$ cat src/rtl/stage_sequencer_pkg.sv
// Shared definitions for the instruction stage sequencer.
//   TX_CMD_BITS  : width of one TX command header
//   TX_HDR_*     : TX header encodings used by decode when building stage_cmd
//   seq_state_e  : sequencer FSM state encoding
package stage_sequencer_pkg;

    localparam int unsigned TX_CMD_BITS = 8;

    localparam logic [TX_CMD_BITS-1:0] TX_HDR_NOP   = 8'h00;
    localparam logic [TX_CMD_BITS-1:0] TX_HDR_READ  = 8'h01;
    localparam logic [TX_CMD_BITS-1:0] TX_HDR_WRITE = 8'h02;

    typedef enum logic [1:0] {
        SeqIdle = 2'd0,
        SeqImm  = 2'd1,
        SeqRun  = 2'd2
    } seq_state_e;

endpackage

$ cat src/rtl/stage_sequencer_read_credit_counter.sv
// Read credit counter: tracks reads issued but not yet answered.
// Ports:
//   clk, reset : clock, synchronous active-high reset
//   inc        : a read was issued this cycle (ignored when full)
//   dec        : a reply completed this cycle (ignored when empty)
//   count      : reads currently in flight
//   full       : count == MAX_OUTSTANDING
//   empty      : count == 0
//   underflow  : dec while empty (a reply nobody asked for)
module read_credit_counter #(
    parameter int unsigned MAX_OUTSTANDING = 2,
    localparam int unsigned OB = $clog2(MAX_OUTSTANDING + 1)
) (
    input  logic          clk,
    input  logic          reset,
    input  logic          inc,
    input  logic          dec,
    output logic [OB-1:0] count,
    output logic          full,
    output logic          empty,
    output logic          underflow
);

    logic [OB-1:0] count_q, count_d;
    logic          up, down;

    assign full      = (count_q == OB'(MAX_OUTSTANDING));
    assign empty     = (count_q == '0);
    assign underflow = dec && empty;
    assign count     = count_q;

    // Both directions are qualified against the pre-update count, so an
    // issue and a retire in the same cycle cancel out.
    assign up   = inc && !full;
    assign down = dec && !empty;

    always_comb begin
        count_d = count_q;
        if (up && !down) begin
            count_d = count_q + 1'b1;
        end else if (down && !up) begin
            count_d = count_q - 1'b1;
        end
    end

    always_ff @(posedge clk) begin
        if (reset) begin
            count_q <= '0;
        end else begin
            count_q <= count_d;
        end
    end

endmodule

$ cat src/rtl/stage_sequencer.sv
// Instruction stage sequencer: loads immediates, then walks an instruction
// through up to MAX_STAGES stages, handshaking TX commands, RX replies and
// the serial ALU. Only sequencing lives here; datapath muxing is external.
// Ports:
//   clk, reset            : clock, synchronous active-high reset
//   inst_valid/inst_done  : instruction present / one-cycle retire pulse
//   last_stage            : index of the final stage
//   stage_send/read/wait  : per-stage TX issue, read, RX-consume flags
//   stage_cmd             : per-stage TX header, stage k at slice k
//   imm_words/load_imm/imm_loaded : immediate word load handshake
//   skip                  : condition failed, retire without running stages
//   stage                 : current stage index
//   alu_en/op_done        : ALU advance enable / stage finished
//   tx_command_valid/tx_command/tx_command_started/tx_data_next : TX link
//   rx_data_valid/rx_done : RX reply data / last reply cycle
//   outstanding           : reads in flight
//   protocol_error        : sticky, reply arrived with nothing in flight
module stage_sequencer
    import stage_sequencer_pkg::*;
#(
    parameter int unsigned MAX_STAGES      = 4,
    parameter int unsigned IMM_WORDS       = 2,
    parameter int unsigned MAX_OUTSTANDING = 2,
    localparam int unsigned SB = $clog2(MAX_STAGES),
    localparam int unsigned IB = $clog2(IMM_WORDS + 1),
    localparam int unsigned OB = $clog2(MAX_OUTSTANDING + 1)
) (
    input  logic                            clk,
    input  logic                            reset,
    input  logic                            inst_valid,
    output logic                            inst_done,
    input  logic [SB-1:0]                   last_stage,
    input  logic [MAX_STAGES-1:0]           stage_send,
    input  logic [MAX_STAGES-1:0]           stage_read,
    input  logic [MAX_STAGES-1:0]           stage_wait,
    input  logic [MAX_STAGES*TX_CMD_BITS-1:0] stage_cmd,
    input  logic [IB-1:0]                   imm_words,
    output logic                            load_imm,
    input  logic                            imm_loaded,
    input  logic                            skip,
    output logic [SB-1:0]                   stage,
    output logic                            alu_en,
    input  logic                            op_done,
    output logic                            tx_command_valid,
    output logic [TX_CMD_BITS-1:0]          tx_command,
    input  logic                            tx_command_started,
    input  logic                            tx_data_next,
    input  logic                            rx_data_valid,
    input  logic                            rx_done,
    output logic [OB-1:0]                   outstanding,
    output logic                            protocol_error
);

    seq_state_e    state_q, state_d;
    logic [SB-1:0] stage_q, stage_d;
    logic [IB-1:0] imm_cnt_q, imm_cnt_d;
    logic          cmd_started_q, cmd_started_d;
    logic          protocol_error_q;

    logic cur_send, cur_read, cur_wait;
    logic rd_full, rd_empty, rd_underflow, rd_issue;

    assign cur_send = stage_send[stage_q];
    assign cur_read = stage_read[stage_q];
    assign cur_wait = stage_wait[stage_q];

    assign stage          = stage_q;
    assign tx_command     = stage_cmd[stage_q*TX_CMD_BITS +: TX_CMD_BITS];
    assign protocol_error = protocol_error_q;

    // Only reads accepted while running consume a credit.
    assign rd_issue = (state_q == SeqRun) && tx_command_started && cur_read;

    read_credit_counter #(
        .MAX_OUTSTANDING (MAX_OUTSTANDING)
    ) u_credits (
        .clk       (clk),
        .reset     (reset),
        .inc       (rd_issue),
        .dec       (rx_done),
        .count     (outstanding),
        .full      (rd_full),
        .empty     (rd_empty),
        .underflow (rd_underflow)
    );

    always_comb begin
        state_d          = state_q;
        stage_d          = stage_q;
        imm_cnt_d        = imm_cnt_q;
        cmd_started_d    = cmd_started_q;
        inst_done        = 1'b0;
        load_imm         = 1'b0;
        alu_en           = 1'b0;
        tx_command_valid = 1'b0;

        unique case (state_q)
            SeqIdle: begin
                if (inst_valid) begin
                    if (imm_words != '0) begin
                        state_d   = SeqImm;
                        imm_cnt_d = imm_words;
                    end else if (skip) begin
                        inst_done = 1'b1;
                    end else begin
                        state_d       = SeqRun;
                        stage_d       = '0;
                        cmd_started_d = 1'b0;
                    end
                end
            end

            SeqImm: begin
                load_imm = 1'b1;
                if (imm_loaded) begin
                    if (imm_cnt_q > IB'(1)) begin
                        imm_cnt_d = imm_cnt_q - 1'b1;
                    end else begin
                        // Last word: skip is only meaningful from here on.
                        imm_cnt_d = '0;
                        if (skip) begin
                            inst_done = 1'b1;
                            state_d   = SeqIdle;
                        end else begin
                            state_d       = SeqRun;
                            stage_d       = '0;
                            cmd_started_d = 1'b0;
                        end
                    end
                end
            end

            SeqRun: begin
                // Hold a read at full credits, and a reply-consuming command
                // until something is actually in flight.
                tx_command_valid = cur_send && !cmd_started_q &&
                                   !(cur_read && rd_full) && !(cur_wait && rd_empty);
                alu_en = !(cur_send && !(cmd_started_q && tx_data_next)) &&
                         !(cur_wait && !rx_data_valid);
                if (tx_command_started) begin
                    cmd_started_d = 1'b1;
                end
                if (op_done) begin
                    cmd_started_d = 1'b0;
                    if (stage_q == last_stage) begin
                        inst_done = 1'b1;
                        state_d   = SeqIdle;
                        stage_d   = '0;
                    end else begin
                        stage_d = stage_q + 1'b1;
                    end
                end
            end

            default: begin
                state_d = SeqIdle;
                stage_d = '0;
            end
        endcase
    end

    always_ff @(posedge clk) begin
        if (reset) begin
            state_q          <= SeqIdle;
            stage_q          <= '0;
            imm_cnt_q        <= '0;
            cmd_started_q    <= 1'b0;
            protocol_error_q <= 1'b0;
        end else begin
            state_q       <= state_d;
            stage_q       <= stage_d;
            imm_cnt_q     <= imm_cnt_d;
            cmd_started_q <= cmd_started_d;
            if (rd_underflow) begin
                protocol_error_q <= 1'b1;
            end
        end
    end

endmodule

$ cat config.mk
export PLATFORM = sky130hd
export DESIGN_NAME = stage_sequencer
export DESIGN_NICKNAME = d
export VERILOG_FILES = /design/src/rtl/stage_sequencer_pkg.sv /design/src/rtl/stage_sequencer_read_credit_counter.sv /design/src/rtl/stage_sequencer.sv
export SDC_FILE = /design/constraint.sdc
export NUM_CORES = 1
export LEC_CHECK = 0
export CAP_MARGIN = 40
export CORE_ASPECT_RATIO = 2
export CORE_UTILIZATION = 37
export CTS_BUF_LIST = sky130_fd_sc_hd__clkbuf_4 sky130_fd_sc_hd__clkbuf_8
export CTS_CLUSTER_DIAMETER = 60
export DETAILED_ROUTE_END_ITERATION = 10
export HOLD_SLACK_MARGIN = 0.08
export PLACE_DENSITY_LB_ADDON = 0.05
export SYNTH_ARGS = -nofsm -noshare
export SYNTH_HDL_FRONTEND = slang
export SYNTH_SLANG_ARGS = --single-unit
$ cat constraint.sdc
create_clock -name clk -period 5.5 [get_ports clk]
set_input_delay 0.55 -clock clk [delete_from_list [all_inputs] [get_ports clk]]
set_output_delay 0.55 -clock clk [all_outputs]
set_load 0.02 [all_outputs]
==> results by group, run 1 <==
Status
  – Outcome: finished clean

Global routing
  – Initial antenna violation count: 0
  – Wire length of the first global-routing pass: roughly 4.9 mm
  – Largest net degree at the start of global routing: 19
  – Total grt overflow: 0
  – GRT Util Overall: about a quarter
  – Vias in the first global route: 1144

Die
  – Full die area: 0.00290 mm²
  – Width of the chip: 38.6 µm
  – Top-Level Pins: 75
  – DIE HEIGHT: 75.1 µm
  – Starting Density: 39.0%
  – Core area: 0.00254 mm²
  – Num rows: 26

Worst setup path
  – Critical path class: flip-flop to primary output
  – R2R Path End: u_credits.count[1]$_SDFFE_PP0P_
  – Worst setup EP type: primary output
  – Reg2reg start: stage[0]$_SDFFE_PP0P_
  – Critical Path RT: 4.95 ns
  – Critical Path Start Type: flip-flop
  – CP arrival: 2.84 ns
  – Worst Path Max Fanout: 18
  – Worst R2R Path Depth: 5
  – Flop-to-flop setup slack: around 2.8 ns

Worst hold path
  – Hold Path Class: flip-flop to flip-flop
  – Hold EP: protocol_error$_SDFFE_PP0P_
  – Min-delay src: protocol_error$_SDFFE_PP0P_
  – Worst Hold Path Cells: 2

Synth
  – Area share of the largest cell type after synthesis: 20.2%
  – Top_reg_cell synth: dfxtp_1
  – Post-Synth Simple-Gate Area: roughly a fifth
  – Compound-Gate Fraction of Synth Area: around a fifth
  – Synth warnings: 0
  – Synth area leader: dfxtp_1
  – Area share of fa/ha/maj cells after synthesis: under 10%
  – Async SR Flop Fraction: 0%
  – Syn Area/Cell: 9.90 µm²
  – Largest family of logic cells by synthesized area: multiplexers
  – Syn_nets: 159
  – Most frequent cells after synthesis: dfxtp_1, a21oi_1, mux4_2, nor2_1, o21ai_0
  – Gate Count Post-Synth: 100
  – Post-synthesis xor/xnor area fraction: 3.54%
  – Sequential area share after synthesis: 20.2%
  – Fraction of synthesized area in multiplexers: 27.9%
  – Most common cell in the netlist: dfxtp_1
  – EDFF count, synth: 0
  – Distinct cell type count of the synthesized netlist: 39
  – Synthesized cell area: approximately 990 µm²
  – Synth area leaders: dfxtp_1, mux4_2, mux4_1, a21oi_1, xor2_1
  – Synth Register Bits: 10

Clock tree
  – H-tree levels: 1
  – Root Buffer: clkbuf_8
  – CTS buffer count: 3
  – Clk buf depth: 2
  – Post-cts resize count: 0
  – TritonCTS clock tree: done
  – Post-CTS Hold Fix Bufs: 0
  – Clock Sinks: 10
  – Reg clk slew, reported paths: 0.05 ns
  – Setup bufs post-CTS: 0
  – Clk_lat worst skew: between 0.2 and 0.25 ns

Cells and area
  – Cell Count, Final, Fillers Out: 198
  – Finished Cell Area: about 0.0018 mm²
  – Share of cells above drive strength 1: around 7.6%
  – Area delta synth->final: 78.8%
  – Seq. cell area: 200 µm²
  – Fillers: 220
  – Multi-input logic area: ~740 µm²
  – Nets: 231
  – # diodes: 0

STA
  – Rel. slew slack: 44.2%
  – Slew Viols, Final: 0
  – RSZ-0062 raised after global routing: false
  – Final worst-path cycle share: 61.7%
  – Tmin final: 3.39 ns
  – Clock Skew: 0.00860 ns
  – Post-route setup TNS: 0 ns
  – Final setup viols: 0
  – Hold Vio Cnt, Final: 0
  – Fmax: approximately 300 MHz
  – Worst-margin pin slew: 0.836 ns

Detailed routing
  – Starting DRT DRC Count: 40
  – Number of remaining DRC errors: 0
  – WL final: 3.34 mm
  – Via density per instance: 5.81
  – Avg WL per Cell: roughly 17 µm
  – Post-route ant nets: 0
  – Routed vias: 1150
  – Drt pass-1 iters: 4

Place
  – Routability cong.: 0.841
  – DP HPWL: 2.68 mm
  – Placed Area: 0.00173 mm²
  – Port buffer count: 74
  – Placed insts: 195

Power and ir drop
  – Leak: a little over 0.0006 µW
  – Power Dens Cells: around 230 mW/mm²
  – Peak VDD IR: about 0.00019 V

Flow run
  – Max-Cap Viols: 0
==> power by group <==
group,internal (µW),switching (µW),total (µW)
logic,122,88.3,210
clock network,47.8,26.4,74.1
registers,87.0,27.1,114
total,256,142,398
==> layout make-up <==
cell class	count	area share, %
Clock buffer	3	2.33
Inverter	4	0.849
Multi-Input combinational cell	79	41.7
Sequential cell	10	11.3
Tap cell	28	1.98
Timing Repair Buffer	74	41.9
==> how the worst max path moves through the flow <==
stage | from | to | slack, ns | cells past startpoint
final | stage[0]$_SDFFE_PP0P_ | alu_en | 2.11 | 4
after global routing | stage[0]$_SDFFE_PP0P_ | alu_en | 1.99 | 4
after CTS | stage[0]$_SDFFE_PP0P_ | alu_en | 2.07 | 4
after detailed placement | stage[0]$_SDFFE_PP0P_ | alu_en | 2.32 | 4
after global placement | stage[0]$_SDFFE_PP0P_ | alu_en | 2.37 | 4
after floorplan | stage[0]$_SDFFE_PP0P_ | tx_command_valid | 3.15 | 3
==> cell usage in the layout (no fill, tap or decap), drive strengths merged, types with 2 or more instances in the layout <==
cell type,synthesis,final
nor2b,4,4
nor2,6,6
or3,2,2
nand2,5,5
clkbuf,3,3
o21ai,6,6
nor3,4,4
a2111oi,3,3
o21a,2,2
xor2,4,4
nor3b,3,3
clkdlybuf4s50,0,74
inv,4,4
nand2b,2,2
a21oi,8,8
dfxtp,10,10
nand3b,3,3
mux4,11,11
==> critical path, stage by stage, from the launching register on <==
cell and delay, ns:
dfxtp_1 0.86, mux4_2 0.62, nor2b_4 0.15, a2111oi_4 0.32, clkdlybuf4s50_1 0.65
==> through the flow <==
step / utilization (%) / power, µW / hold WS [ns] / setup slack (ns)
finish: 69.7 / 398 / 0.461 / 2.11
global route: 69.7 / 423 / 0.487 / 1.99
CTS: 69.7 / 401 / 0.470 / 2.07
detailed placement: 68.1 / 325 / 0.460 / 2.32
global placement: 68.1 / 318 / 0.458 / 2.37
floorplan: - / 229 / 0.470 / 3.15
==> cell families (layout without fill, tap and decap cells) <==
| family | Yosys count | in the layout |
|---|---|---|
| buf+inv | 11 | 81 |
| mux | 12 | 12 |
| fa+ha+maj | 1 | 1 |
| compound gates | 28 | 28 |
| simple gates | 34 | 34 |
| xor+xnor | 4 | 4 |
| flops | 10 | 10 |
==> metal layers <==
metal	vias to the layer above	track usage, %	wire length [µm]
met3	11	5.31	311
li1	540	-	-
met1	533	21.9	1090
met5	-	0	0
met2	66	43.7	1840
met4	0	11.9	99
==> sequential cells by signal (all words and copies together) (netlist names) <==
signal,count
state_q,2
stage,2
protocol_error,1
cmd_started_q,1
u_credits.count,2
imm_cnt_q,2
Power figures use the tool's default switching activity.
==> inputs of run 2 (changes only) <==
- CORE_UTILIZATION: 37 -> 31
- clock period: 5.5 -> 2.9 ns (I/O delays scaled with it)
==> run 2 against run 1 <==
  * Sequential share of layout area down 0.24 points
  * Core utilization fell by 9.7 points
  * Sequential power up 75%
  * Clock skew fell by 0.0049 ns
  * Non-clock buffer count up 3
  * Global-route usage fell by 4.8 points
  * Critical path depth unchanged
  * Via count down 3.8%
  * First-iteration DRC count down 73%
  * Register-to-register slack worse by 2.1 ns
==> results by group, run 2 (synthesized netlist as in run 1, its figures left out) <==
Die
  – Core area: 0.00301 mm² (+19%)
  – Starting Density: 32.8% (-6.2 points)
  – DIE HEIGHT: 81.9 µm (+9.0%)
  – Full die area: 0.00344 mm² (+19%)
  – Num rows: 28 (+7.7%)
  – Top-Level Pins: 75 (unchanged)
  – Width of the chip: 42.0 µm (+8.8%)

Global routing
  – Vias in the first global route: 1097 (-4.1%)
  – Wire length of the first global-routing pass: 4.90 mm (+0.43%)
  – Total grt overflow: 0 (unchanged)
  – Largest net degree at the start of global routing: 16 (-3)
  – Initial antenna violation count: 0 (unchanged)
  – GRT Util Overall: 18.5% (-4.8 points)

STA
  – Fmax: around 380 MHz
  – Rel. slew slack: 69.2% (+25 points)
  – Slew Viols, Final: 0 (unchanged)
  – Worst-margin pin slew: 0.449 ns (-0.387 ns)
  – Hold Vio Cnt, Final: 0 (unchanged)
  – Clock Skew: 0.00367 ns (-0.00493 ns)
  – Post-route setup TNS: 0 ns (unchanged)
  – Final setup viols: 0 (unchanged)
  – Final WS setup: 0.297 ns (-1.81 ns)
  – RSZ-0062 raised after global routing: false
  – Final worst-path cycle share: 89.7%
  – Tmin final: 2.60 ns

Worst setup path
  – Critical path class: flip-flop to primary output
  – Crit-path cells: mux4_2 -> nor2b_4 -> a2111oi_4 -> clkdlybuf4s50_1
  – Flop-to-flop setup slack: 0.77 ns (-2.05 ns)
  – Worst setup EP type: primary output
  – R2R Path End: u_credits.count[1]$_SDFFE_PP0P_
  – Worst path max stage delay: 0.65 ns (-0.21 ns)
  – Critical Path RT: 2.61 ns (-2.34 ns)
  – CP arrival: 2.31 ns (-0.53 ns)
  – Worst R2R Path Depth: 5 (unchanged)
  – Critical Path Start Type: flip-flop
  – Reg2reg start: stage[0]$_SDFFE_PP0P_
  – Worst Path Max Fanout: 4 (-14)
  – Slowest cell on crit path: clkdlybuf4s50_1

Detailed routing
  – Number of remaining DRC errors: 0 (unchanged)
  – Starting DRT DRC Count: 11 (-73%)
  – Post-route ant nets: 0 (unchanged)
  – Via density per instance: 5.42 (-6.7%)
  – WL final: 3.19 mm (-4.5%)
  – Drt pass-1 iters: 4 (unchanged)
  – Avg WL per Cell: 15.6 µm (-7.3%)
  – Routed vias: 1106 (-3.8%)

Cells and area
  – Most common cell after layout, fill and taps aside: clkdlybuf4s50_1
  – # diodes: 0 (unchanged)
  – Cell Count, Final, Fillers Out: 204 (+3.0%)
  – Area delta synth->final: 82.7%
  – Commonest cells after routing, fill and taps aside: clkdlybuf4s50_1, dfxtp_1, a21oi_1
  – Post-layout util: 60.0% (-9.7 points)
  – Nets: 234 (+1.3%)
  – Share of cells above drive strength 1: 9.77% (+2.1 points)

Clock tree
  – CTS buffer count: 3 (unchanged)
  – Setup bufs post-CTS: 0 (unchanged)
  – Post-CTS Hold Fix Bufs: 0 (unchanged)
  – Root Buffer: clkbuf_8
  – Post-cts resize count: 0 (unchanged)
  – H-tree levels: 1 (unchanged)
  – Clk_lat worst skew: 0.24 ns (about the same)
  – Clk buf depth: 2 (unchanged)
  – TritonCTS clock tree: done
  – Clock Sinks: 10 (unchanged)
  – Reg clk slew, reported paths: 0.05 ns (about the same)

Place
  – Routability cong.: 0.796 (-5.3%)
  – Placed insts: 200 (+2.6%)
  – DP Worst Slack: 0.327 ns (-1.99 ns)
  – Port buffer count: 74 (unchanged)
  – DP HPWL: 2.64 mm (-1.5%)

Power and ir drop
  – Leak: 0.000646 µW (+3.7%)
  – Power Dens Cells: 443 mW/mm² (+97%)
  – Peak VDD IR: 0.000326 V (+72%)

Flow run
  – Max-Cap Viols: 0 (unchanged)

Worst hold path
  – Hold Path Class: flip-flop to flip-flop
  – Worst Hold Path Cells: 2 (unchanged)
  – Min-delay src: protocol_error$_SDFFE_PP0P_
  – Hold EP: protocol_error$_SDFFE_PP0P_

Status
  – Outcome: finished clean
[run 2: changes by cell type in the layout (fill, tap and decap cells not counted), sizes merged]
cell    change
buf         +3
clkbuf      +1
[run 2: report_power, final]
part	switching [µW]	total (µW)	internal, µW
sequential	35.4	200	165
clock	61.2	181	120
combinational	183	419	236
total	280	800	520
[run 2: how the worst max path moves through the flow]
| stage | end | slack [ns] | startpoint |
|---|---|---|---|
| floorplan | u_credits.count[1]$_SDFFE_PP0P_ | 0.71 | stage[0]$_SDFFE_PP0P_ |
| global placement | alu_en | 0.34 | stage_wait[3] |
| detailed placement | alu_en | 0.33 | stage_wait[3] |
| CTS | alu_en | 0.27 | stage[0]$_SDFFE_PP0P_ |
| global route | alu_en | 0.21 | stage[0]$_SDFFE_PP0P_ |
| finish | alu_en | 0.30 | stage[0]$_SDFFE_PP0P_ |
[run 2: critical path: cells and delay by family, from the launching register on]
| kind | cells | cell delay (ns) |
|---|---|---|
| AOI/OAI and AO/OA | 1 | 0.29 |
| muxes | 1 | 0.55 |
| and+or+nand+nor | 1 | 0.15 |
| buffers and inverters | 1 | 0.65 |
| DFF | 1 | 0.42 |
[run 2: metrics by stage]
step | area, µm² | power, µW | hold slack, ns
final | 1810 | 800 | 0.477
after detailed placement | 1750 | 622 | 0.462
after floorplan | 990 | 435 | 0.431
after global routing | 1810 | 850 | 0.516
after global placement | 1750 | 613 | 0.458
after CTS | 1810 | 803 | 0.473
[run 2: metal layers]
metal,wire length (µm),global-route usage [%],up-vias
li1,-,-,544
met1,1220,19.6,505
met2,1700,34.7,53
met3,237,3.52,4
met4,38,8.06,0
met5,0,0,-
[run 2: layout make-up]
type,instances,area (µm²)
multi-input cells,79,737
fillers,272,1200
flip-flops and latches,10,200
well taps,30,37.5
repair buffers,77,763
inverters,4,15.0
clock buffers,4,55.1
==> inputs of run 3 (changes only) <==
- ABC_AREA: not set -> 1
- CORE_UTILIZATION: 31 -> 33
- SYNTH_HIERARCHICAL: not set -> 1
==> run 3 against run 2 <==
  * Clock-buffer cell count fell by 1
  * Register-to-register slack improved by 0.29 ns
  * Die area increased by 1.7%
  * Via count is 37% higher
  * Clock power down 22%
  * Sequential share of layout area down 0.50 points
  * Worst hold slack improved by 0.015 ns
  * Critical path depth rose by 3
  * Critical endpoint is now inst_done
  * Highest routed layer unchanged
==> results by group, run 3 <==
STA
  – Final worst-path cycle share: 79.5% (-10 points)
  – Final setup viols: 0 (unchanged)
  – Fmax: 434 MHz (+13%)
  – Tmin final: 2.31 ns (-0.297 ns)
  – Clock Skew: 0.000544 ns (-0.00313 ns)
  – RSZ-0062 raised after global routing: false
  – Slew Viols, Final: 0 (unchanged)
  – Rel. slew slack: 73.8% (+4.6 points)
  – Post-route setup TNS: 0 ns (unchanged)
  – Worst-margin pin slew: 0.392 ns (-0.0571 ns)
  – Hold Vio Cnt, Final: 0 (unchanged)
  – WHS: 0.491 ns (+0.0145 ns)

Global routing
  – Largest net degree at the start of global routing: 27 (+11)
  – Total grt overflow: 0 (unchanged)
  – Wire length of the first global-routing pass: 5.87 mm (+20%)
  – GRT Util Overall: 21.2% (+2.7 points)
  – Vias in the first global route: 1393 (+27%)
  – Initial antenna violation count: 0 (unchanged)

Power and ir drop
  – Switching Share: 48.8% (+14 points)
  – Switching Power: 662 µW (+140%)
  – Power Dens Cells: 717 mW/mm² (+62%)
  – Int Power: 696 µW (+34%)
  – Clock share of power: 10.4% (-12 points)
  – Sequential Power Share: 18.6% (-6.4 points)
  – Comb power frac: 71.0% (+19 points)
  – Peak VDD IR: 0.000441 V (+35%)
  – Leak: 0.000854 µW (+32%)

Die
  – Num rows: 29 (+3.6%)
  – DIE HEIGHT: 82.6 µm (+0.87%)
  – Full die area: 0.00350 mm² (+1.7%)
  – Width of the chip: 42.3 µm (+0.83%)
  – Top-Level Pins: 75 (unchanged)
  – Core area: 0.00312 mm² (+3.6%)
  – Starting Density: 34.4% (+1.5 points)

Worst hold path
  – Min-delay src: protocol_error$_SDFFE_PP0P_
  – Worst Hold Path Cells: 2 (unchanged)
  – Hold Path Class: flip-flop to flip-flop
  – Hold EP: protocol_error$_SDFFE_PP0P_

Clock tree
  – TritonCTS clock tree: done
  – Post-CTS Hold Fix Bufs: 0 (unchanged)
  – Clk buf depth: 2 (unchanged)
  – H-tree levels: 1 (unchanged)
  – Post-cts resize count: 0 (unchanged)
  – Reg clk slew, reported paths: 0.04 ns (about the same)
  – Clk_lat worst skew: 0.23 ns (about the same)
  – Clock Sinks: 10 (unchanged)
  – Root Buffer: clkbuf_8
  – Setup bufs post-CTS: 0 (unchanged)
  – CTS buffer count: 3 (unchanged)

Detailed routing
  – Via density per instance: 4.95 (-8.7%)
  – Post-route ant nets: 0 (unchanged)
  – WL final: 3.61 mm (+13%)
  – Routed vias: 1515 (+37%)
  – Drt pass-1 iters: 4 (unchanged)
  – Number of remaining DRC errors: 0 (unchanged)
  – Starting DRT DRC Count: 22 (+11)
  – Avg WL per Cell: 11.8 µm (-25%)

Cells and area
  – Seq. cell area: 200 µm² (unchanged)
  – Most common cell after layout, fill and taps aside: clkdlybuf4s50_1
  – Share of cells above drive strength 1: 6.91% (-2.9 points)
  – Nets: 336 (+44%)
  – # diodes: 0 (unchanged)
  – Finished Cell Area: 0.00189 mm² (+4.7%)
  – Fillers: 325 (+19%)
  – Area delta synth->final: 76.5%
  – Commonest cells after routing, fill and taps aside: clkdlybuf4s50_1, nand2_1, nor2_1, inv_1, o21ai_0
  – Multi-input logic area: 744 µm² (+1.0%)

Place
  – Port buffer count: 74 (unchanged)
  – Placed Area: 0.00185 mm² (+5.6%)
  – DP HPWL: 2.95 mm (+12%)
  – Routability cong.: 0.869 (+9.2%)

Synth
  – Distinct cell type count of the synthesized netlist: 24 (-38%)
  – Synth area leaders: dfxtp_1, nand2_1, nor2_1, o21ai_0, inv_1
  – Syn Area/Cell: 5.33 µm² (-46%)
  – Async SR Flop Fraction: 0% (unchanged)
  – Sequential area share after synthesis: 18.7% (-1.6 points)
  – Gate Count Post-Synth: 201 (+100%)
  – Synth area leader: dfxtp_1
  – Top_reg_cell synth: dfxtp_1
  – EDFF count, synth: 0 (unchanged)
  – Syn_nets: 260 (+64%)
  – Synthesized cell area: 0.00107 mm² (+8.3%)
  – Synth Register Bits: 10 (unchanged)
  – Most common cell in the netlist: nand2_1
  – Synth warnings: 6 (+6)
  – Area share of the largest cell type after synthesis: 18.7% (-1.6 points)
  – Most frequent cells after synthesis: nand2_1, nor2_1, inv_1, o21ai_0

Status
  – Outcome: finished clean

Worst setup path
  – Reg2reg start: stage[0]$_SDFFE_PP0P_
  – Worst R2R Path Depth: 12 (+7)
  – R2R Path End: u_credits/count[1]$_SDFFE_PP0P_
  – CP arrival: 2.02 ns (-0.29 ns)
  – Critical path class: primary input to primary output
  – Worst setup EP type: primary output
  – Critical Path Start Type: primary input
  – Worst Path Max Fanout: 4 (unchanged)
  – Critical Path RT: 2.61 ns (about the same)
  – Flop-to-flop setup slack: 1.06 ns (+0.29 ns)
  – Crit path launch: imm_words[1]

Flow run
  – Max-Cap Viols: 0 (unchanged)
run 3: cell types whose count changed after synthesis, moves of 6 or more:
cell | before | now
inv_1 | 4 | 23
nor2_1 | 6 | 45
o21ai_0 | 6 | 22
mux4_2 | 6 | 0
nand2_1 | 5 | 48
nand3_1 | 1 | 10
o22ai_1 | 1 | 9
run 3: final cells by class:
type                       count  area share, %
sequential                    10           10.6
inverter                      26           5.16
multi-input combinational    158           39.3
clock buffer                   3           2.18
timing repair buffer          78           40.7
tap                           31           2.05
run 3: worst max-delay path, cell delays in order:
cell and delay [ns]:
clkdlybuf4s50_1 0.41, nor2_1 0.14, inv_1 0.07, nor2_1 0.15, nand2_1 0.14, o221ai_1 0.17
clkdlybuf4s50_1 0.64
run 3: kinds of logic after synthesis:
group | count (synthesis) | share of synthesized area [%]
AOI/OAI and AO/OA | 38 | 19.7
adders and majority gates | 1 | 1.17
buffers and inverters | 33 | 11.9
DFF | 10 | 18.7
and+or+nand+nor | 119 | 48.5
run 3: metal layers:
metal	global-route usage, %	wire length (µm)	vias to the layer above
met5	0	0	-
met3	4.57	276	8
met4	7.50	71	0
met2	41.2	1790	63
li1	-	-	798
met1	21.6	1470	646
run 3: worst max-delay path by stage:
| stage | endpoint | slack [ns] | depth (start not counted) |
|---|---|---|---|
| after detailed placement | inst_done | 0.59 | 7 |
| final | inst_done | 0.59 | 7 |
| after floorplan | u_credits/count[1]$_SDFFE_PP0P_ | 1.15 | 13 |
| after global routing | tx_command_valid | 0.40 | 8 |
| after CTS | tx_command_valid | 0.58 | 8 |
| after global placement | inst_done | 0.62 | 7 |
run 3: stage by stage:
step / instances / utilization, % / total power [µW] / worst slack (ns)
2_1_floorplan: 201 / - / 852 / 1.15
3_3_place_gp: 303 / 59.3 / 1210 / 0.625
3_5_place_dp: 303 / 59.3 / 1220 / 0.589
4_1_cts: 306 / 60.7 / 1370 / 0.580
5_1_grt: 306 / 60.7 / 1490 / 0.403
6_report: 306 / 60.7 / 1360 / 0.595
run 3: power by group through the flow:
stage	logic [µW]	registers [µW]	clock network [µW]
2_1_floorplan	581	272	0
3_3_place_gp	959	255	0
3_5_place_dp	966	256	0
4_1_cts	970	253	143
5_1_grt	1080	265	151
6_report	964	253	141
